===== src/rtl/uart_cmd_rx.sv =====
// uart_cmd_rx: assembles two received UART bytes into a 16-bit command
// {high byte, low byte} and passes a response byte straight through to the
// UART transmitter. Contains the team UART (Uart) as a sub-module.
// Optional feature: define UART_CMD_RX_TIMEOUT_EN to abandon a half-received
// command after TO_CYC idle clk cycles in the LOW state.

module Uart #(
    parameter int BAUD_CYC = 5208
) (
    input  logic       clk,
    input  logic       rst_n,
    input  logic       rx_i,
    input  logic       clr_rx_rdy_i,
    output logic [7:0] rx_data_o,
    output logic       rx_rdy_o,
    input  logic [7:0] tx_data_i,
    input  logic       trmt_i,
    output logic       tx_o,
    output logic       tx_done_o
);

    localparam int BW = $clog2(BAUD_CYC + 1);

    logic          rx_sync1_q, rx_sync2_q;
    logic          rx_busy_q;
    logic [BW-1:0] rx_baud_q;
    logic [3:0]    rx_bit_q;
    logic [7:0]    rx_shift_q;
    logic          rx_rdy_q;
    logic          rx_start, rx_sample, rx_done;

    logic          tx_busy_q;
    logic [BW-1:0] tx_baud_q;
    logic [3:0]    tx_bit_q;
    logic [9:0]    tx_shift_q;
    logic          tx_done_q;

    assign rx_start  = !rx_busy_q && !rx_sync2_q;
    assign rx_sample = rx_busy_q && (rx_baud_q == '0);
    assign rx_done   = rx_sample && (rx_bit_q == 4'd9);

    // Double-flop the asynchronous RX line; idles high so reset to 1
    always_ff @(posedge clk or negedge rst_n) begin
        if (!rst_n) begin
            rx_sync1_q <= 1'b1;
            rx_sync2_q <= 1'b1;
        end else begin
            rx_sync1_q <= rx_i;
            rx_sync2_q <= rx_sync1_q;
        end
    end

    // Receiver: first sample lands mid start bit, then one sample per bit period
    always_ff @(posedge clk or negedge rst_n) begin
        if (!rst_n) begin
            rx_busy_q  <= 1'b0;
            rx_baud_q  <= '0;
            rx_bit_q   <= 4'd0;
            rx_shift_q <= 8'h00;
        end else if (rx_start) begin
            rx_busy_q <= 1'b1;
            rx_baud_q <= BW'(BAUD_CYC / 2);
            rx_bit_q  <= 4'd0;
        end else if (rx_sample) begin
            rx_baud_q <= BW'(BAUD_CYC - 1);
            rx_bit_q  <= rx_bit_q + 4'd1;
            if (rx_bit_q >= 4'd1 && rx_bit_q <= 4'd8) begin
                rx_shift_q <= {rx_sync2_q, rx_shift_q[7:1]};
            end
            if (rx_done) begin
                rx_busy_q <= 1'b0;
            end
        end else if (rx_busy_q) begin
            rx_baud_q <= rx_baud_q - BW'(1);
        end
    end

    // Byte-ready flag: set at the stop-bit sample, cleared by consumer or a new frame
    always_ff @(posedge clk or negedge rst_n) begin
        if (!rst_n) begin
            rx_rdy_q <= 1'b0;
        end else if (rx_done) begin
            rx_rdy_q <= 1'b1;
        end else if (clr_rx_rdy_i || rx_start) begin
            rx_rdy_q <= 1'b0;
        end
    end

    // Transmitter: shifts {stop, data, start} out LSB first, one bit per period
    always_ff @(posedge clk or negedge rst_n) begin
        if (!rst_n) begin
            tx_busy_q  <= 1'b0;
            tx_baud_q  <= '0;
            tx_bit_q   <= 4'd0;
            tx_shift_q <= 10'h3FF;
            tx_done_q  <= 1'b0;
        end else if (trmt_i) begin
            tx_busy_q  <= 1'b1;
            tx_baud_q  <= '0;
            tx_bit_q   <= 4'd0;
            tx_shift_q <= {1'b1, tx_data_i, 1'b0};
            tx_done_q  <= 1'b0;
        end else if (tx_busy_q) begin
            if (tx_baud_q == BW'(BAUD_CYC - 1)) begin
                tx_baud_q  <= '0;
                tx_shift_q <= {1'b1, tx_shift_q[9:1]};
                tx_bit_q   <= tx_bit_q + 4'd1;
                if (tx_bit_q == 4'd9) begin
                    tx_busy_q <= 1'b0;
                    tx_done_q <= 1'b1;
                end
            end else begin
                tx_baud_q <= tx_baud_q + BW'(1);
            end
        end
    end

    assign rx_data_o = rx_shift_q;
    assign rx_rdy_o  = rx_rdy_q;
    assign tx_o      = tx_shift_q[0];
    assign tx_done_o = tx_done_q;

endmodule

module uart_cmd_rx #(
    parameter int TO_CYC   = 1_000_000,
    parameter int BAUD_CYC = 5208
) (
    input  logic        clk,
    input  logic        rst_n,
    input  logic        RX,
    output logic        TX,
    output logic [15:0] cmd,
    output logic        cmd_rdy,
    input  logic        clr_cmd_rdy,
    input  logic [7:0]  resp,
    input  logic        trmt,
    output logic        tx_done
);

    typedef enum logic {
        HIGH = 1'b0,
        LOW  = 1'b1
    } state_t;

    logic [7:0]  rx_data;
    logic        rx_rdy;
    logic        clr_rx_rdy;

    state_t      state_q, state_d;
    logic [7:0]  high_q, high_d;
    logic [15:0] cmd_q, cmd_d;
    logic        rdy_q, rdy_d;

`ifdef UART_CMD_RX_TIMEOUT_EN
    localparam int TW = $clog2(TO_CYC + 1);
    logic [TW-1:0] to_cnt_q, to_cnt_d;
`endif

    Uart #(
        .BAUD_CYC(BAUD_CYC)
    ) u_uart (
        .clk         (clk),
        .rst_n       (rst_n),
        .rx_i        (RX),
        .clr_rx_rdy_i(clr_rx_rdy),
        .rx_data_o   (rx_data),
        .rx_rdy_o    (rx_rdy),
        .tx_data_i   (resp),
        .trmt_i      (trmt),
        .tx_o        (TX),
        .tx_done_o   (tx_done)
    );

    // Assembler state, captured high byte and the published command
    always_ff @(posedge clk or negedge rst_n) begin
        if (!rst_n) begin
            state_q <= HIGH;
            high_q  <= 8'h00;
            cmd_q   <= 16'h0000;
            rdy_q   <= 1'b0;
`ifdef UART_CMD_RX_TIMEOUT_EN
            to_cnt_q <= '0;
`endif
        end else begin
            state_q <= state_d;
            high_q  <= high_d;
            cmd_q   <= cmd_d;
            rdy_q   <= rdy_d;
`ifdef UART_CMD_RX_TIMEOUT_EN
            to_cnt_q <= to_cnt_d;
`endif
        end
    end

    // Next state: consume each byte immediately; setting cmd_rdy beats a same-cycle clear
    always_comb begin
        state_d    = state_q;
        high_d     = high_q;
        cmd_d      = cmd_q;
        rdy_d      = rdy_q;
        clr_rx_rdy = 1'b0;
`ifdef UART_CMD_RX_TIMEOUT_EN
        to_cnt_d   = to_cnt_q;
`endif
        if (clr_cmd_rdy) begin
            rdy_d = 1'b0;
        end
        case (state_q)
            HIGH: begin
                if (rx_rdy) begin
                    high_d     = rx_data;
                    clr_rx_rdy = 1'b1;
                    rdy_d      = 1'b0;
                    state_d    = LOW;
`ifdef UART_CMD_RX_TIMEOUT_EN
                    to_cnt_d   = '0;
`endif
                end
            end
            LOW: begin
                if (rx_rdy) begin
                    cmd_d      = {high_q, rx_data};
                    clr_rx_rdy = 1'b1;
                    rdy_d      = 1'b1;
                    state_d    = HIGH;
`ifdef UART_CMD_RX_TIMEOUT_EN
                    to_cnt_d   = '0;
                end else if (to_cnt_q == TW'(TO_CYC - 1)) begin
                    state_d    = HIGH;
                    high_d     = 8'h00;
                    to_cnt_d   = '0;
                end else begin
                    to_cnt_d   = to_cnt_q + TW'(1);
`endif
                end
            end
            default: begin
                state_d = HIGH;
            end
        endcase
    end

    assign cmd     = cmd_q;
    assign cmd_rdy = rdy_q;

endmodule


===== config.mk =====
export PLATFORM = sky130hd
export DESIGN_NAME = uart_cmd_rx
export DESIGN_NICKNAME = d
export VERILOG_FILES = /design/src/rtl/uart_cmd_rx.sv
export SDC_FILE = /design/constraint.sdc
export NUM_CORES = 1
export LEC_CHECK = 0
export ABC_AREA = 1
export BUFFER_PORTS_ARGS = -buffer_cell sky130_fd_sc_hd__buf_4
export CAP_MARGIN = 25
export CORE_AREA = 2 2 78 95
export CTS_BUF_LIST = sky130_fd_sc_hd__clkbuf_16
export CTS_CLUSTER_SIZE = 10
export DETAILED_ROUTE_END_ITERATION = 10
export DIE_AREA = 0 0 80 97
export PLACE_DENSITY = 0.78
export SLEW_MARGIN = 20
export SYNTH_ARGS = -nofsm -noshare
export SYNTH_HDL_FRONTEND = slang
export SYNTH_SLANG_ARGS = --single-unit

===== constraint.sdc =====
create_clock -name clk -period 1.7 [get_ports clk]
set_input_delay 0.34 -clock clk [delete_from_list [all_inputs] [get_ports clk]]
set_output_delay 0.34 -clock clk [all_outputs]
set_load 0.05 [all_outputs]

# Yosys cells after proc, flatten, opt, wreduce, memory -nomap -nowiden
# Cells that the tools add are included.
[op_classes]
add_sub_neg = 4
n_lt_le_gt_ge = 2
n_eq_ne = 3
mux = 34
n_bitwise = 2
reduce_logical = 21
[ops]
columns = ["op", "count"]
rows = [
  ["$mux W13", 6],
  ["$mux W10", 3],
  ["$mux W4", 5],
  ["$mux W1", 18],
  ["$add A13 B1 Y13 const B", 1],
  ["$eq A13 B13 Y1 const B", 1],
  ["$logic_not A13 Y1", 1],
  ["$sub A13 B1 Y13 const B", 1],
  ["$reduce_bool A2 Y1", 6],
  ["$add A4 B1 Y4 const B", 2],
  ["$eq A4 B4 Y1 const B", 2],
  ["$reduce_and A2 Y1", 4],
  ["$reduce_and A3 Y1", 2],
  ["$ge A4 B1 Y1 const B", 1],
  ["$le A4 B4 Y1 const B", 1],
  ["$logic_and A1 B1 Y1", 4],
  ["$pmux W1 S2", 2],
  ["$reduce_bool A3 Y1", 1],
  ["$logic_not A1 Y1", 2],
  ["$not A1 Y1", 2],
  ["$logic_or A1 B1 Y1", 1],
]
[totals]
regBits = 84
inputBits = 13
output_inout_bits = 19
wordCells = 82

# Longest topological paths before layout
[logic_depth]
depth_word = 6
ltp_mapped = 10
mapped_depth_nobuf = 9

# Cells and area by module
# Synthesis repeated with hierarchy kept, for this count alone.
[unflattened]
cells_unflattened = 505
area_unflattened_um2 = 4175.3
[by_module_without_submodules]
columns = ["mod", "instances", "cells_per_inst", "area_per_inst_um2", "seq_area_each_um2"]
rows = [
  ["Uart", 1, 394, 3115.5, 1440.1],
  ["uart_cmd_rx", 1, 111, 1059.8, 650.6],
]

# Least setup slack after synthesis
# OpenSTA, ideal clock, no wires.
[synth_path]
path_type = "reg2reg"
start = "register u_uart.rx_bit_q[0]"
end = "register u_uart.rx_shift_q[6], in the netlist u_uart.rx_data_o[6]"
setup_ps = 118
arrival_ps = 1338
required_time_ps = 1582
setup_slack_ps = 244
path_stages_with_launch = 9
path_buffers = 1
period_less_slack_ps = 1456
path_cell_list = "dfrtp_1 inv_1 ha_1 a21oi_1 a31oi_1 nand2_4 buf_6 nand2_2 o21ai_2"
[synth_via]
elab_chain_len = 3
word_cells_on_any_way = 4
classes_between = "order compare (2); reduce/logical (2)"
[synth_lines]
columns = ["element", "line_no", "rtl"]
rows = [
  ["from (decl)", "27", "logic [3:0] rx_bit_q;"],
  ["from (signal assigned)", "66", "rx_bit_q <= rx_bit_q + 4'd1;"],
  ["$ge A4 B1 Y1 / $le A4 B4 Y1 (equally long branches)", "67", "if (rx_bit_q >= 4'd1 && rx_bit_q <= 4'd8) begin"],
  ["$logic_and A1 B1 Y1 (*)", "67", ""],
  ["$reduce_and A3 Y1 (no line) (*)", "-", ""],
  ["to (signal assigned)", "68", "rx_shift_q <= {rx_sync2_q, rx_shift_q[7:1]};"],
  ["to (decl)", "28", "logic [7:0] rx_shift_q;"],
]
# Mark *: on every way between the ends. The rest lies on a longest branch, timed or not.
# A chain may end at the register's enable or synchronous reset.

# Worst setup path after layout
[layout_path]
start = "register u_uart.rx_baud_q[0]"
end = "register u_uart.rx_shift_q[2], in the netlist u_uart.rx_data_o[2]"
[layout_via]
elab_chain_len = 3
[layout_lines]
columns = ["element", "line_no", "rtl"]
rows = [
  ["from (decl)", "26", "logic [BW-1:0] rx_baud_q;"],
  ["from (signal assigned)", "62", "rx_baud_q <= BW'(BAUD_CYC / 2);"],
  ["from (signal assigned)", "65", "rx_baud_q <= BW'(BAUD_CYC - 1);"],
  ["from (signal assigned)", "74", "rx_baud_q <= rx_baud_q - BW'(1);"],
  ["$logic_not A13 Y1", "39", "assign rx_sample = rx_busy_q && (rx_baud_q == '0);"],
  ["$logic_and A1 B1 Y1", "39", ""],
  ["$reduce_and A3 Y1 (no line)", "-", ""],
]
# Every way passes these cells.

==> results by group <==
Critical path
  • Setup CP Type: reg -> reg
  • Crit path launch type: flip-flop
  • CP required: between 1.5 and 2 ns
  • Arrival time at the worst endpoint: 1.78 ns
  • Crit-path max FO: 14
  • Critical Path Start: u_uart.rx_baud_q[0]
  • RR Startpoint: u_uart.rx_baud_q[0]
  • Setup crit end kind: flip-flop

Placement
  • Post-DP HPWL: about 5000 um
  • Final GP Congestion: 0.887
  • IO Port Bufs: 31

Floorplan
  • Die W: 80 um
  • Core Area: 0.00677 mm2
  • Die area: about 0.0078 mm2
  • Top-Level Pins: 32
  • Cell Rows: 33
  • Die height: 97 um
  • Starting Density: between 50% and 60%

Final layout
  • Ant diodes: 0
  • Syn-to-layout area delta: 16.1%
  • Final nets: 516
  • Share of cells above drive strength 1: around 22%

Timing
  • Least-Margin Pin Slew: 0.479 ns
  • Final setup fails: 0
  • Highest Clock Rate: roughly 640 MHz
  • WHS: roughly 0.021 ns
  • Min Tclk post-route: 1.56 ns
  • Setup TNS: 0 ns
  • Slew headroom: 68.0%
  • Clock Skew: 0.00711 ns
  • Final Cycle Share: approximately nine tenths
  • Final slew viol count: 0
  • Final Hold Vio Count: 0
  • RSZ-0062 raised after global routing: false

Clocking
  • H-tree lvl count: 3
  • TritonCTS Sinks: a little over 80
  • Root Driver: clkbuf_16
  • Later-pin clock latency in the skew report: between 0.3 and 0.4 ns
  • CTS tree: done
  • Clock Path Buffers: 2
  • TritonCTS buffer count: 9
  • Reg clk slew, reported paths: approximately 0.060 ns

Global route
  • Initial antenna violation count: 0
  • GRT overflow: 0
  • Vias in the first global route: 2872
  • Global-route usage over all layers: 20.5%
  • First-pass GRT wire length: 12700 um
  • Largest net degree at the start of global routing: 84

Synth
  • Count leader, synth: nand2_1
  • Net Count, Synth: around 480
  • Mapped Cells: 453
  • Synth area leaders: dfrtp_1, nand2_1, dfstp_2
  • Yosys top cell by area: dfrtp_1
  • Async SR Flop Fraction: 100%
  • Avg Cell Area, Syn: 8.82 um2
  • Synth top cells by count: nand2_1, dfrtp_1, nor2_1
  • Most used DFF post-synth: dfrtp_1
  • Yosys warning count: 0
  • Share of the synthesized area in the top cell type: between 40% and 50%
  • #FFs+latches synth: 83
  • Sequential-to-total area share from yosys stat: between 50% and 60%
  • Post-synth EDFFs: 0
  • Synthesized cell area: approximately 0.0040 mm2
  • Synth cell types: 32

Power and ir drop
  • Seq pwr share: ~51%
  • Leakage: roughly 2.2 nW
  • Clock share of power: a little over two fifths
  • Maximum vdd ir drop: 602 uV
  • Logic pwr share: about 6.3%
  • Pwr Total: approximately 4.2 mW
  • PwrDens: ~900 mW/mm2
  • Pint: around 3.2 mW
  • Sw frac: 23.8%
  • P_sw: just under 1 mW

Run status
  • Status: complete, no violations

Detailed routing
  • Post-DR vias/cell: 5.22
  • Detailed Route Iter0 Violations: 133
  • Vias: approximately 3000
  • DRC Markers: 0
  • DRT Wirelength: roughly 7300 um
  • TritonRoute pass-1 iters: 4
  • WL/cell: between 10 and 15 um
  • Number of routed nets with antenna violations: 0

Job
  • # Max-Cap Violations: 0

Worst hold path
  • Hold crit path type: in -> async
==> flip-flops by register name (all words and copies together), names as in the netlist, 4 cells and up <==
register	flops
u_uart.tx_baud_q	13
u_uart.tx_bit_q	4
u_uart.rx_baud_q	13
u_uart.rx_data_o	8
u_uart.tx_shift_q	9
high_q	8
cmd	16
u_uart.rx_bit_q	4
==> metrics by stage <==
stage | worst slack [ns] | util (%) | instances | area [um2]
6_report | 0.139 | 68.5 | 584 | 4640
5_1_grt | 0.0121 | 68.5 | 584 | 4640
4_1_cts | 0.124 | 68.3 | 584 | 4630
3_5_place_dp | 0.142 | 64.2 | 568 | 4350
3_3_place_gp | 0.197 | 64.2 | 568 | 4350
2_1_floorplan | 0.244 | - | 453 | 4000
==> layout make-up <==
cell class / count / area (um2)
fill: 503 / 2130
sequential: 83 / 2090
multi-input combinational: 306 / 1640
timing repair buffer: 40 / 325
clock buffer: 9 / 225
inverter: 52 / 200
tap: 87 / 109
clock inverter: 7 / 52.6
==> final timing paths <==
kind	endpoint	slack (ns)	depth (start not counted)
worst max register to register	u_uart.rx_data_o[2]	0.14	9
min in group clk	u_uart.rx_sync1_q	0.11	1
worst min-delay path	high_q[7]	0.02	2
worst max-delay path	u_uart.rx_data_o[2]	0.14	9
worst min register to register	u_uart.rx_sync2_q	0.36	0
max in group asynchronous	u_uart.tx_shift_q[2]	1.31	2
==> critical path, cell delays in order (launching register included) <==
cell	delay, ns
dfrtp_1	0.41
inv_1	0.11
ha_1	0.16
nand2_1	0.09
nor2_4	0.14
nand3_4	0.13
clkinv_4	0.12
nand2_4	0.12
nand2_1	0.11
o21ai_2	0.05
==> routing by layer <==
layer  up-vias  GRT usage (%)  wire (um)  part of all wire (%)
met1      1432           27.0       3300                    45
li1       1536              -          -                     -
met5         -              0          0                     0
met2        65           33.6       3600                    49
met4         0           9.26        136                   1.9
met3        15           2.61        258                   3.5
==> placed cells by master (no fill, tap or decap), types with 2 or more instances in the layout <==
cell type	n
nand2_1	100
dfrtp_1	72
nor2_1	53
inv_1	41
buf_4	38
nand3_1	27
a21oi_1	23
o21ai_1	19
o21ai_0	11
ha_1	11
dfstp_2	11
inv_2	10
xor2_1	9
clkbuf_16	9
mux2_2	7
o21ai_2	7
mux2i_1	6
nand4_1	5
or2_2	5
nor2_2	4
nor3_1	4
nand2_2	4
clkinv_4	3
nor2_4	2
nand2_4	2
o211ai_1	2
inv_6	2
clkinv_2	2
buf_12	2
==> power by group through the flow <==
stage	Combinational (mW)	Clock [mW]	Sequential (mW)
final	0.262	1.78	2.12
after global routing	0.307	1.91	2.13
after CTS	0.269	1.82	2.12
after detailed placement	0.266	0	2.15
after global placement	0.256	0	2.15
after floorplan	0.156	0	2.15
==> repair_timing <==
item / 4_1_cts / 5_1_grt
gates resized for setup: 0 / 2
setup buffers: 0 / 0
hold buffers: 0 / 0
endpoints found under the setup margin: 0 / 1
endpoints found under the hold margin: 0 / 0
==> cells by family after synthesis <==
group	after synthesis	synth area share [%]
compound gates	65	9.08
xor+xnor	9	1.97
fa+ha+maj	11	3.44
buf+inv	64	7.04
flops	83	52.3
mux	13	3.47
simple gates	208	22.7
(Power assumes the default switching activity.)
